**src/rtl/sample_batch_ctrl_pkg.sv**
```systemverilog
// sample_batch_pkg: shared FSM state type, error-flag bit positions and counter width helper for sample_batch_ctrl
package sample_batch_pkg;
    typedef enum logic [1:0] {IDLE, COLLECT, DONE, ERROR} state_t;
    localparam int ERR_OVERRUN = 0;
    localparam int ERR_TIMEOUT = 1;
    localparam int ERR_W = 2;
    function automatic int cnt_w(input int n);
        return n < 1 ? 1 : $clog2(n + 1);
    endfunction
endpackage

```
**src/rtl/sample_batch_ctrl_if.sv**
```systemverilog
// sample_batch_ctrl_if: batch control and sample handshake bundle
//   master (controller): in start, sample_valid, done_ack; out sample_ready, sample_accept,
//                        sample_count, busy, batch_done, overrun_err, timeout_err
//   slave  (environment): the mirror image
interface sample_batch_ctrl_if #(parameter int BATCH_LEN = 1000);
    import sample_batch_pkg::*;
    localparam int CNT_W = cnt_w(BATCH_LEN);
    logic             start;
    logic             sample_valid;
    logic             sample_ready;
    logic             sample_accept;
    logic [CNT_W-1:0] sample_count;
    logic             busy;
    logic             batch_done;
    logic             done_ack;
    logic             overrun_err;
    logic             timeout_err;
    modport master (
        input  start, sample_valid, done_ack,
        output sample_ready, sample_accept, sample_count, busy, batch_done, overrun_err, timeout_err
    );
    modport slave (
        output start, sample_valid, done_ack,
        input  sample_ready, sample_accept, sample_count, busy, batch_done, overrun_err, timeout_err
    );
endinterface

```
**src/rtl/sample_batch_ctrl_batch_counter.sv**
```systemverilog
// batch_counter: up-counter with sync clear, enable and terminal-value flag
//   clk, rst : clock and synchronous active-high reset
//   clr_i    : clear to 0 (wins over en_i)
//   en_i     : count up by one
//   cnt_o    : current count
//   term_o   : cnt_o equals TERM
module batch_counter #(
    parameter int W    = 8,
    parameter int TERM = 0
) (
    input  logic         clk,
    input  logic         rst,
    input  logic         clr_i,
    input  logic         en_i,
    output logic [W-1:0] cnt_o,
    output logic         term_o
);
    logic [W-1:0] cnt_q, cnt_d;
    always_comb cnt_d = clr_i ? '0 : en_i ? cnt_q + 1'b1 : cnt_q;
    always_ff @(posedge clk) begin
        if (rst) cnt_q <= '0;
        else     cnt_q <= cnt_d;
    end
    assign cnt_o  = cnt_q;
    assign term_o = cnt_q == W'(TERM);
endmodule

```
**src/rtl/sample_batch_ctrl.sv**
```systemverilog
// sample_batch_ctrl: paces one batch of upstream samples into the datapath with a post-accept gap,
// flags batch completion until acknowledged and traps overruns (and stalls when
// SAMPLE_BATCH_CTRL_TIMEOUT_EN is defined).
//   clk, rst : clock and synchronous active-high reset
//   bus      : sample_batch_ctrl_if.master (start, sample_valid/ready/accept, sample_count,
//              busy, batch_done, done_ack, overrun_err, timeout_err)
module sample_batch_ctrl
    import sample_batch_pkg::*;
#(
    parameter int BATCH_LEN = 1000,
    parameter int PROC_LAT  = 2,
    parameter int TIMEOUT   = 4096
) (
    input logic                 clk,
    input logic                 rst,
    sample_batch_ctrl_if.master bus
);
    localparam int CNT_W = cnt_w(BATCH_LEN);
    localparam int GAP_W = cnt_w(PROC_LAT);
    state_t             state_q, state_d;
    logic               ready_q, ready_d;
    logic [GAP_W-1:0]   gap_q, gap_d;
    logic [ERR_W-1:0]   err_q, err_d;
    logic [CNT_W-1:0]   count;
    logic               accept, arm, last, stall;
    assign accept = bus.sample_valid & ready_q;
    assign arm    = bus.start & (state_q == IDLE || state_q == ERROR);
    // last is high while one accept short of a full batch, so the final accept moves to DONE
    batch_counter #(.W(CNT_W), .TERM(BATCH_LEN - 1)) u_sample_cnt (
        .clk(clk), .rst(rst), .clr_i(arm), .en_i(accept), .cnt_o(count), .term_o(last)
    );
`ifdef SAMPLE_BATCH_CTRL_TIMEOUT_EN
    localparam int IDLE_W = cnt_w(TIMEOUT);
    logic [IDLE_W-1:0] idle_cnt;
    logic              idle_term;
    // Every non-accepting COLLECT cycle is idle; the TIMEOUT-th one trips the stall.
    batch_counter #(.W(IDLE_W), .TERM(TIMEOUT - 1)) u_idle_cnt (
        .clk(clk), .rst(rst), .clr_i(arm | accept), .en_i(state_q == COLLECT),
        .cnt_o(idle_cnt), .term_o(idle_term)
    );
    assign stall = state_q == COLLECT && !accept && idle_term && idle_cnt != '0 || (state_q == COLLECT && !accept && idle_term && TIMEOUT == 1);
`else
    assign stall = 1'b0;
`endif
    always_comb begin
        state_d = state_q;
        gap_d   = gap_q;
        err_d   = err_q;
        case (state_q)
            IDLE: begin
                if (bus.start) begin
                    state_d = COLLECT;
                    gap_d   = '0;
                end
            end
            COLLECT: begin
                gap_d = accept ? GAP_W'(PROC_LAT) : gap_q != '0 ? gap_q - 1'b1 : gap_q;
                if (bus.sample_valid && !ready_q) begin
                    state_d            = ERROR;
                    err_d[ERR_OVERRUN] = 1'b1;
                end else if (accept && last) begin
                    state_d = DONE;
                end else if (stall) begin
                    state_d            = ERROR;
                    err_d[ERR_TIMEOUT] = 1'b1;
                end
            end
            DONE: begin
                if (bus.done_ack) state_d = IDLE;
            end
            default: begin
                if (bus.start) begin
                    state_d = COLLECT;
                    gap_d   = '0;
                    err_d   = '0;
                end
            end
        endcase
        // Ready only from the second COLLECT cycle on, and never on the way out of COLLECT
        ready_d = state_q == COLLECT && state_d == COLLECT && gap_d == '0;
    end
    always_ff @(posedge clk) begin
        if (rst) begin
            state_q <= IDLE;
            ready_q <= 1'b0;
            gap_q   <= '0;
            err_q   <= '0;
        end else begin
            state_q <= state_d;
            ready_q <= ready_d;
            gap_q   <= gap_d;
            err_q   <= err_d;
        end
    end
    assign bus.sample_ready  = ready_q;
    assign bus.sample_accept = accept;
    assign bus.sample_count  = count;
    assign bus.busy          = state_q == COLLECT;
    assign bus.batch_done    = state_q == DONE;
    assign bus.overrun_err   = err_q[ERR_OVERRUN];
`ifdef SAMPLE_BATCH_CTRL_TIMEOUT_EN
    assign bus.timeout_err   = err_q[ERR_TIMEOUT];
`else
    assign bus.timeout_err   = 1'b0;
`endif
endmodule
```
**src/flat_wrapper.sv**
```systemverilog
// flat-port wrapper written by rule: the top's interface ports become plain ports
module sample_batch_ctrl_flat import sample_batch_pkg::*;
#(
    parameter int BATCH_LEN = 1000,
    parameter int PROC_LAT  = 2,
    parameter int TIMEOUT   = 4096
)
  (clk, rst, bus_start, bus_sample_valid, bus_done_ack, bus_sample_ready, bus_sample_accept, bus_sample_count, bus_busy, bus_batch_done, bus_overrun_err, bus_timeout_err);
  sample_batch_ctrl_if #(.BATCH_LEN(BATCH_LEN)) bus_i ();
  input logic clk;
  input logic rst;
  input wire logic [$bits(bus_i.start)-1:0] bus_start;
  input wire logic [$bits(bus_i.sample_valid)-1:0] bus_sample_valid;
  input wire logic [$bits(bus_i.done_ack)-1:0] bus_done_ack;
  output wire logic [$bits(bus_i.sample_ready)-1:0] bus_sample_ready;
  output wire logic [$bits(bus_i.sample_accept)-1:0] bus_sample_accept;
  output wire logic [$bits(bus_i.sample_count)-1:0] bus_sample_count;
  output wire logic [$bits(bus_i.busy)-1:0] bus_busy;
  output wire logic [$bits(bus_i.batch_done)-1:0] bus_batch_done;
  output wire logic [$bits(bus_i.overrun_err)-1:0] bus_overrun_err;
  output wire logic [$bits(bus_i.timeout_err)-1:0] bus_timeout_err;
  assign bus_i.start = bus_start;
  assign bus_i.sample_valid = bus_sample_valid;
  assign bus_i.done_ack = bus_done_ack;
  assign bus_sample_ready = bus_i.sample_ready;
  assign bus_sample_accept = bus_i.sample_accept;
  assign bus_sample_count = bus_i.sample_count;
  assign bus_busy = bus_i.busy;
  assign bus_batch_done = bus_i.batch_done;
  assign bus_overrun_err = bus_i.overrun_err;
  assign bus_timeout_err = bus_i.timeout_err;
  sample_batch_ctrl #(.BATCH_LEN(BATCH_LEN), .PROC_LAT(PROC_LAT), .TIMEOUT(TIMEOUT)) u_core (.clk(clk), .rst(rst), .bus(bus_i));
endmodule
```
**config.mk**
```make
export PLATFORM = sky130hd
export DESIGN_NAME = sample_batch_ctrl_flat
export DESIGN_NICKNAME = d
export VERILOG_FILES = /design/src/rtl/sample_batch_ctrl_pkg.sv /design/src/rtl/sample_batch_ctrl_if.sv /design/src/rtl/sample_batch_ctrl_batch_counter.sv /design/src/rtl/sample_batch_ctrl.sv /design/src/flat_wrapper.sv
export SDC_FILE = /design/constraint.sdc
export NUM_CORES = 1
export LEC_CHECK = 0
export ABC_AREA = 1
export ABC_CLOCK_PERIOD_IN_PS = 4300
export CORE_MARGIN = 2
export CORE_UTILIZATION = 55
export CTS_BUF_LIST = sky130_fd_sc_hd__clkbuf_4 sky130_fd_sc_hd__clkbuf_8
export CTS_CLUSTER_DIAMETER = 120
export DETAILED_ROUTE_END_ITERATION = 12
export PLACE_DENSITY = 0.88
export SYNTH_ARGS = -nofsm -noshare
export SYNTH_HDL_FRONTEND = slang
export SYNTH_SLANG_ARGS = --single-unit
```
**constraint.sdc**
```tcl
create_clock -name clk -period 4.3 [get_ports clk]
set_input_delay 0.43 -clock clk [delete_from_list [all_inputs] [get_ports clk]]
set_output_delay 0.43 -clock clk [all_outputs]
set_load 0.05 [all_outputs]
```
* Word-level counts from Yosys, hierarchy flattened
Cells that the tools add are included.
Cells by class: add/subtract/negate cells 2, eq/ne operators 6, mux-type cells 12, bitwise logic cells 3, reduce and logical (&&, ||, !) cells 13
Operators by type and width (count):
- $mux 2 | 7
- $add 10x1->10 const B | 1
- $eq 10x10->1 const B | 1
- $pmux 2 s2 | 2
- $eq 2x1->1 const B | 2
- $eq 2x2->1 const B | 2
- $logic_and 1x1->1 | 4
- $logic_not 2->1 | 2
- $reduce_bool 2->1 | 2
- $reduce_or 2->1 | 2
- $reduce_and 3->1 | 1
- $and 1x1->1 | 2
- $mux 1 | 2
- $ne 2x1->1 const B | 1
- $pmux 1 s2 | 1
- $sub 2x1->2 const B | 1
- $logic_not 1->1 | 1
- $logic_or 1x1->1 | 1
- $not 1->1 | 1
Storage, ports and cells: flip-flop bits (word level) 16, bits of input ports 5, output and inout port bits 16, word-level logic and storage cells 41

* Longest topological paths before layout
Gate-level depths: netlist of run 1.
word-level depth 8, depth in mapped cells 9, depth with buffers taken out 9

* Hierarchy
From an unflattened synthesis of run 1, not the netlist that was laid out.
Unflattened totals: cell total of the unflattened synthesis 136, area, all modules 942.2 um^2
Modules (own cells, without submodules):
- batch_counter | times used 1, cells each 67, area each 499.2 um^2, seq. area each 200.2 um^2
- sample_batch_ctrl | times used 1, cells each 69, area each 442.9 um^2, seq. area each 120.1 um^2

* Worst setup path before layout of run 1
No wires, ideal clock.
path kind register to register, start point register u_core.ready_q, in the netlist u_core.bus.sample_ready, end point register u_core.u_sample_cnt.cnt_q[6], in the netlist u_core.u_sample_cnt.cnt_o[6], library setup time 0.115 ns, arrival 1.564 ns, required time 4.185 ns, setup slack 2.622 ns, stages on the path, launching flop included 10, buffers on the path 0, period minus slack after synthesis 1.678 ns, cells stage by stage dfxtp_1 > nand2_4 > clkinv_2 > nand2_4 > nor2_4 > nand3_2 > nor2_2 > nand2_1 > nand2_1 > nor2_1
On the way: word-level cells in the longest chain between the ends 1
Ends and longest elaborated chain:
- from (decl) | RTL line sample_batch_ctrl.sv:21 | logic ready_q, ready_d;
- from (signal assigned) | RTL line sample_batch_ctrl.sv:90 | ready_q <= ready_d;
- $and 1x1->1 | RTL line sample_batch_ctrl.sv:26 | assign accept = bus.sample_valid & ready_q;
- named net bus_sample_accept | RTL line flat_wrapper.sv:16 | output wire logic [$bits(bus_i.sample_accept)-1:0] bus_sample_accept;
- to (signal assigned) | RTL line sample_batch_ctrl_batch_counter.sv:22 | else cnt_q <= cnt_d;
- to (decl) | RTL line sample_batch_ctrl_batch_counter.sv:18 | logic [W-1:0] cnt_q, cnt_d;
The timed path passes the listed nets, and every way through them passes these cells. A chain may end at the register's enable or synchronous reset.

* Worst setup path after layout of run 1
start point input bus_sample_valid, end point output bus_sample_accept
On the way: word-level cells in the longest chain between the ends 1
Ends and longest elaborated chain:
- from (decl) | RTL line flat_wrapper.sv:13 | input wire logic [$bits(bus_i.sample_valid)-1:0] bus_sample_valid;
- $and 1x1->1 | RTL line sample_batch_ctrl.sv:26
- to (decl) | RTL line flat_wrapper.sv:16
Every way passes these cells.

==> results of run 1 <==
==> per-stage QoR <==
step	worst slack [ns]	hold WS (ns)	power, mW	cell area (µm²)
3_3_place_gp	1.91	0.447	0.291	1130
3_5_place_dp	1.88	0.455	0.295	1130
5_1_grt	1.84	0.503	0.414	1170
6_report	1.89	0.466	0.396	1170
2_1_floorplan	2.62	0.502	0.260	932
4_1_cts	1.88	0.470	0.396	1170
==> placed cells by master, fill, tap and decap left out, types with 2 or more instances in the layout <==
| cell type | netlist | routed |
|---|---|---|
| sky130_fd_sc_hd__nand2_1 | 31 | 31 |
| sky130_fd_sc_hd__inv_1 | 23 | 23 |
| sky130_fd_sc_hd__nor2_1 | 20 | 20 |
| sky130_fd_sc_hd__clkdlybuf4s50_1 | 0 | 19 |
| sky130_fd_sc_hd__dfxtp_1 | 16 | 16 |
| sky130_fd_sc_hd__a21oi_1 | 11 | 11 |
| sky130_fd_sc_hd__nand3_1 | 6 | 6 |
| sky130_fd_sc_hd__o21ai_0 | 5 | 5 |
| sky130_fd_sc_hd__ha_1 | 4 | 4 |
| sky130_fd_sc_hd__clkbuf_4 | 0 | 3 |
| sky130_fd_sc_hd__nand2_4 | 2 | 2 |
| sky130_fd_sc_hd__nor3_1 | 2 | 2 |
| sky130_fd_sc_hd__nand4_1 | 2 | 2 |
| sky130_fd_sc_hd__nand3_2 | 2 | 2 |
==> worst reg2reg max path: cells and delay by family, from the launching register on <==
kind | cells | cell delay [ns]
AO/OA/AOI/OAI | 1 | 0.20
adder cells (fa/ha/maj) | 1 | 0.34
buffers and inverters | 1 | 0.12
flip-flops | 1 | 0.33
AND/OR/NAND/NOR | 5 | 0.56
==> layer usage <==
layer / vias to the layer above / GRT usage / wire length (µm)
li1: 466 / - / -
met1: 405 / 0.275 / 908
met2: 18 / 0.351 / 888
met3: 4 / 0.0360 / 62
met4: 0 / 0.0882 / 40
met5: - / 0 / 0
==> registers in the layout (all words and copies together), names as in the netlist <==
signal / cells
u_core.gap_q: 2
u_core.state_q: 2
u_core.err_q: 1
u_core.bus.sample_ready: 1
u_core.u_sample_cnt.cnt_o: 10
==> power by group <==
part | internal, mW | switching (mW)
Sequential | 0.155 | 0.00482
Combinational | 0.0436 | 0.0902
Clock | 0.0515 | 0.0507
Total | 0.250 | 0.146
==> path summary, 6_finish.rpt <==
check                                 end  slack (ns)  depth (start not counted)
max reg2reg       u_core.bus.sample_ready        2.71                          8
max                     bus_sample_accept        1.89                          4
min reg2reg  u_core.u_sample_cnt.cnt_o[8]        0.47                          2
min          u_core.u_sample_cnt.cnt_o[8]        0.47                          2
==> kinds of logic after synthesis <==
group,count (synthesis)
adders and majority gates,4
xor gates and xnor gates,1
DFF,16
buffers and inverters,25
other,1
AOI/OAI and AO/OA,20
and+or+nand+nor,69
==> final cells by class <==
cell class | instances | area share
clock buffer | 4 | 0.0310
multi-input combinational | 95 | 0.438
timing repair buffer | 19 | 0.162
inverter | 24 | 0.0780
sequential | 16 | 0.274
tap | 16 | 0.0171
==> results.json, run 1 <==
{
  "run_status": "finished clean",
  "seqCellArea_um2": 320,
  "synth.distinct_cells": 24,
  "post_cts.resized_instances": 0,
  "maxSlewViolCount": 0,
  "cts_hold_buf": 0,
  "synth-simple-area-share": 0.350,
  "final.fill_count": 124,
  "placeableCoreArea_um2": 1540,
  "final_core_util": 0.760,
  "max_cap_viols": 0,
  "worst_slew_margin_rel": 0.668,
  "top_count_cell_post_synth": "sky130_fd_sc_hd__nand2_1",
  "yosys_warnings": 0,
  "syn-num-nets": 145,
  "setup_repair_after_global_routing_missed_its_margin": "no",
  "synthToLayoutAreaGrowth_pct": 25.6,
  "crit_family": "buffers and inverters",
  "critical_path.reg2reg.startpoint": "u_core.state_q[1]",
  "multi_input_comb_area_um2": 513,
  "post_drt_antenna_nets": 0,
  "post_synth_xor_xnor_area": 0.00940,
  "timing.critical_path.cells": "clkdlybuf4s50_1, nand2_4, clkinv_2, clkdlybuf4s50_1",
  "drive_above_1_share": 0.0949,
  "worst_hold_startpoint": "u_core.u_sample_cnt.cnt_o[8]",
  "first_global_vias": 790,
  "cts_buffer_depth": 2,
  "ys_seq_area_frac": 0.344,
  "yosys.area_share.adder": 0.0537,
  "setup-violations-final": 0,
  "synth.avg_cell_area_um2": 6.85,
  "timing_startpoint_of_the_critical_path": "bus_sample_valid",
  "yosysTopAreaCellShare": 0.344,
  "layout_worst_path_cycle_share": 0.561,
  "required_time_at_the_worst_slack_endpoint_ns": 3.87,
  "crit_top_cell": "sky130_fd_sc_hd__clkdlybuf4s50_1",
  "post-cts-setup-buffer-count": 0,
  "wire_length_of_the_first_global_routing_pass_mm": 3.18,
  "synthTopCellsByArea": "sky130_fd_sc_hd__dfxtp_1, sky130_fd_sc_hd__nand2_1, sky130_fd_sc_hd__inv_1",
  "globalRouteOverflowTotal": 0,
  "timing_worst_slew_pin_value_ns": 0.496,
  "htree_levels": 1,
  "path_class": "primary input to output port",
  "power-per-cell-area_nw_per_um2": 338,
  "critPathMaxStageDelay_ns": 0.80,
  "num_cts_buffers": 3,
  "yosys.area.top_type": "sky130_fd_sc_hd__dfxtp_1",
  "crit_slowest_cell": "sky130_fd_sc_hd__clkdlybuf4s50_1",
  "hold_wc_path_type": "register to register",
  "hold_viol_final": 0,
  "synth_top_family_by_area": "simple AND/OR/NAND/NOR gates",
  "final.setup.tns_ns": 0,
  "syn_area_um2": 932,
  "clkTransAtPathRegs_ns": 0.10,
  "ys_ff_latch": 16,
  "crit_arrival_ns": 1.98,
  "grt_antenna_before_repair": 0,
  "buffer_ports.inserted": 19,
  "io_pins": 21,
  "yosys-top-cells-count": "sky130_fd_sc_hd__nand2_1, sky130_fd_sc_hd__inv_1, sky130_fd_sc_hd__nor2_1, sky130_fd_sc_hd__dfxtp_1, sky130_fd_sc_hd__a21oi_1",
  "timing.critical_path.from_type": "primary input",
  "cts_tree": "done",
  "instances_no_fill": 174,
  "synth_async_sr_flop_share": 0,
  "wire_per_inst_um": 10.9,
  "die_y_um": 45.2,
  "detail_route.drc_violations": 0,
  "placement_rows": 14,
  "vdd_ir_drop_max_mv": 0.235,
  "groute.usage.overall": 0.213,
  "initialDrtViolationCount": 11,
  "largest_fanout_on_the_critical_path": 7,
  "setup.worst_path.end_class": "output port",
  "netlist_instances": 136,
  "ys.flop_type": "sky130_fd_sc_hd__dfxtp_1",
  "num_vias": 893,
  "globalplace.congestion": 0.856,
  "grt_start_max_net_pins": 10,
  "via_density_per_instance": 5.13,
  "finalNetCount": 168,
  "clk_latency_ns": 0.29,
  "cts_sinks": 16,
  "max_freq_mhz": 414,
  "leakage_power_figure_nw": 0.499,
  "buffers_inverters_on_critical_path": 3,
  "cts_root_buf": "sky130_fd_sc_hd__clkbuf_4",
  "synth-compound-area-share": 0.133,
  "synth.mux.area_fraction": 0,
  "insertedDiodeCount": 0,
  "floorplan.die_area_um2": 2040,
  "hpwlAfterDp_mm": 1.46,
  "skew_ns": 0.00166,
  "dieWidth_um": 45.2,
  "drtPass1Iterations": 4,
  "wirelength_mm": 1.90,
  "synth_enable_flop_cells": 0,
  "effective_utilization_at_floorplan": 0.605,
  "place.detailed.instances": 170,
  "finalWorstPathRequiredPeriod_ns": 2.41
}
Note: power is estimated with default switching activity, not from simulation.
==> run 2, diff against run 1 <==
--- a/config.mk
+++ b/config.mk
@@ -6,13 +6,14 @@
 export NUM_CORES = 1
 export LEC_CHECK = 0
 export ABC_AREA = 1
-export ABC_CLOCK_PERIOD_IN_PS = 4300
+export ABC_CLOCK_PERIOD_IN_PS = 2300
+export CORE_ASPECT_RATIO = 0.75
 export CORE_MARGIN = 2
-export CORE_UTILIZATION = 55
+export CORE_UTILIZATION = 51
 export CTS_BUF_LIST = sky130_fd_sc_hd__clkbuf_4 sky130_fd_sc_hd__clkbuf_8
 export CTS_CLUSTER_DIAMETER = 120
 export DETAILED_ROUTE_END_ITERATION = 12
-export PLACE_DENSITY = 0.88
+export PLACE_DENSITY = 0.83
 export SYNTH_ARGS = -nofsm -noshare
 export SYNTH_HDL_FRONTEND = slang
 export SYNTH_SLANG_ARGS = --single-unit
==> constraint.sdc (replaced) <==
create_clock -name clk -period 2.3 [get_ports clk]
set_input_delay 0.23 -clock clk [delete_from_list [all_inputs] [get_ports clk]]
set_output_delay 0.23 -clock clk [all_outputs]
set_load 0.05 [all_outputs]
==> run 2 against run 1 <==
  * Cell count rose by 3.4%
  * Clock power rose by 76%
  * Cell area rose by 0.43%
  * Critical path type is now register to output port
  * Highest routed layer unchanged
==> results.json, run 2 (synthesized netlist as in run 1, its figures left out) <==
{
  "final_core_util": 0.682,
  "placeableCoreArea_um2": 1720,
  "via_density_per_instance": 4.86,
  "largest_fanout_on_the_critical_path": 8,
  "timing.critical_path.from_type": "register",
  "cts_sinks": 16,
  "placement_rows": 13,
  "setup_repair_after_global_routing_missed_its_margin": "no",
  "insertedDiodeCount": 0,
  "wire_per_inst_um": 10.7,
  "fin_worst_hold_slack_ns": 0.472,
  "seq_power_share": 0.413,
  "hpwlAfterDp_mm": 1.58,
  "drtPass1Iterations": 4,
  "floorplan.die_area_um2": 2190,
  "layout_commonest_cell": "sky130_fd_sc_hd__nand2_1",
  "clk_latency_ns": 0.28,
  "synthToLayoutAreaGrowth_pct": 26.2,
  "cts_hold_buf": 0,
  "commonest_cells_after_routing_fill_and_taps_aside": "sky130_fd_sc_hd__nand2_1, sky130_fd_sc_hd__inv_1, sky130_fd_sc_hd__nor2_1",
  "cts_buffer_depth": 2,
  "buffer_ports.inserted": 19,
  "detail_route.drc_violations": 0,
  "globalRouteOverflowTotal": 0,
  "initialDrtViolationCount": 24,
  "finalNetCount": 168,
  "swShare": 0.357,
  "timing_worst_slew_pin_value_ns": 0.515,
  "path_class": "register to output port",
  "skew_ns": 0.00329,
  "max_cap_viols": 0,
  "post_cts.resized_instances": 0,
  "clkPwrFrac": 0.248,
  "clkTransAtPathRegs_ns": 0.09,
  "io_pins": 21,
  "grt_start_max_net_pins": 10,
  "grt_antenna_before_repair": 0,
  "cts_tree": "done",
  "power-per-cell-area_nw_per_um2": 618,
  "hold_viol_final": 0,
  "layout_worst_path_cycle_share": 0.930,
  "net-switching-power_uw": 259,
  "maxSlewViolCount": 0,
  "finalPower_uw": 727,
  "first_global_vias": 727,
  "crit_arrival_ns": 1.91,
  "htree_levels": 1,
  "final.fill_count": 171,
  "drive_above_1_share": 0.101,
  "setup-violations-final": 0,
  "run_status": "finished clean",
  "wirelength_mm": 1.93,
  "vdd_ir_drop_max_mv": 0.521,
  "worst_slew_margin_rel": 0.656,
  "final.setup.tns_ns": 0,
  "post-cts-setup-buffer-count": 0,
  "groute.usage.overall": 0.212,
  "dieWidth_um": 53.4,
  "num_cts_buffers": 3,
  "cts_root_buf": "sky130_fd_sc_hd__clkbuf_4",
  "globalplace.congestion": 0.808,
  "post_drt_antenna_nets": 0,
  "effective_utilization_at_floorplan": 0.541,
  "internal_power_uw": 468,
  "setup.worst_path.end_class": "output port",
  "num_vias": 875,
  "comb_power_share": 0.339,
  "leakage_power_figure_nw": 0.501,
  "hold_wc_path_type": "register to register",
  "max_freq_mhz": 467,
  "finalWorstPathRequiredPeriod_ns": 2.14,
  "required_time_at_the_worst_slack_endpoint_ns": 2.07,
  "die_y_um": 41.0,
  "wire_length_of_the_first_global_routing_pass_mm": 3.17,
  "largest_reg_flops": 10
}
[run 2: final cells by class]
cell class,count,area (µm²),area share
clock buffer,4,36.3,0.0309
inverter,24,91.3,0.0777
multi-input combinational,95,513,0.436
sequential,16,320,0.272
tap,22,27.5,0.0234
timing repair buffer,19,188,0.160
[run 2: metal layers]
layer,part of all wire,vias to the layer above,global-route usage
met2,0.42,27,0.315
met1,0.50,377,0.298
met5,0,-,0
met3,0.076,2,0.0657
li1,-,469,-
met4,0.0067,0,0.0577
[run 2: worst max-delay path, cell delays in order (launching register included)]
cell,delay [ns]
sky130_fd_sc_hd__dfxtp_1,0.33
sky130_fd_sc_hd__inv_1,0.11
sky130_fd_sc_hd__ha_1,0.32
sky130_fd_sc_hd__clkdlybuf4s50_1,0.87
[run 2: through the flow]
| step | setup slack, ns | cells | instance area, µm² |
|---|---|---|---|
| floorplan | 0.622 | 136 | 932 |
| global placement | 0.535 | 176 | 1140 |
| detailed placement | 0.473 | 176 | 1140 |
| CTS | 0.144 | 180 | 1180 |
| global route | 0.0331 | 180 | 1180 |
| finish | 0.160 | 180 | 1180 |
[run 2: worst paths after layout]
| kind | start | end | slack (ns) | depth (start not counted) |
|---|---|---|---|---|
| worst max-delay path | u_core.state_q[1] | bus_busy | 0.16 | 3 |
| worst max register to register | u_core.state_q[0] | u_core.bus.sample_ready | 0.71 | 9 |
| worst min register to register | u_core.u_sample_cnt.cnt_o[8] | u_core.u_sample_cnt.cnt_o[8] | 0.47 | 2 |
| worst min-delay path | u_core.u_sample_cnt.cnt_o[8] | u_core.u_sample_cnt.cnt_o[8] | 0.47 | 2 |
[run 2: power by group through the flow]
stage	logic (mW)	registers, mW	clock network [mW]
2_1_floorplan	0.157	0.329	0
3_3_place_gp	0.240	0.305	0
3_5_place_dp	0.246	0.307	0
4_1_cts	0.246	0.300	0.188
5_1_grt	0.271	0.302	0.203
6_report	0.247	0.300	0.180
==> run 3, diff against run 2 <==
--- a/config.mk
+++ b/config.mk
@@ -14,6 +14,8 @@
 export CTS_CLUSTER_DIAMETER = 120
 export DETAILED_ROUTE_END_ITERATION = 12
 export PLACE_DENSITY = 0.83
+export SLEW_MARGIN = 20
 export SYNTH_ARGS = -nofsm -noshare
 export SYNTH_HDL_FRONTEND = slang
 export SYNTH_SLANG_ARGS = --single-unit
+export TNS_END_PERCENT = 5
==> results of run 3 <==
No change in the layout: final DEF, timing and power equal those of run 2.
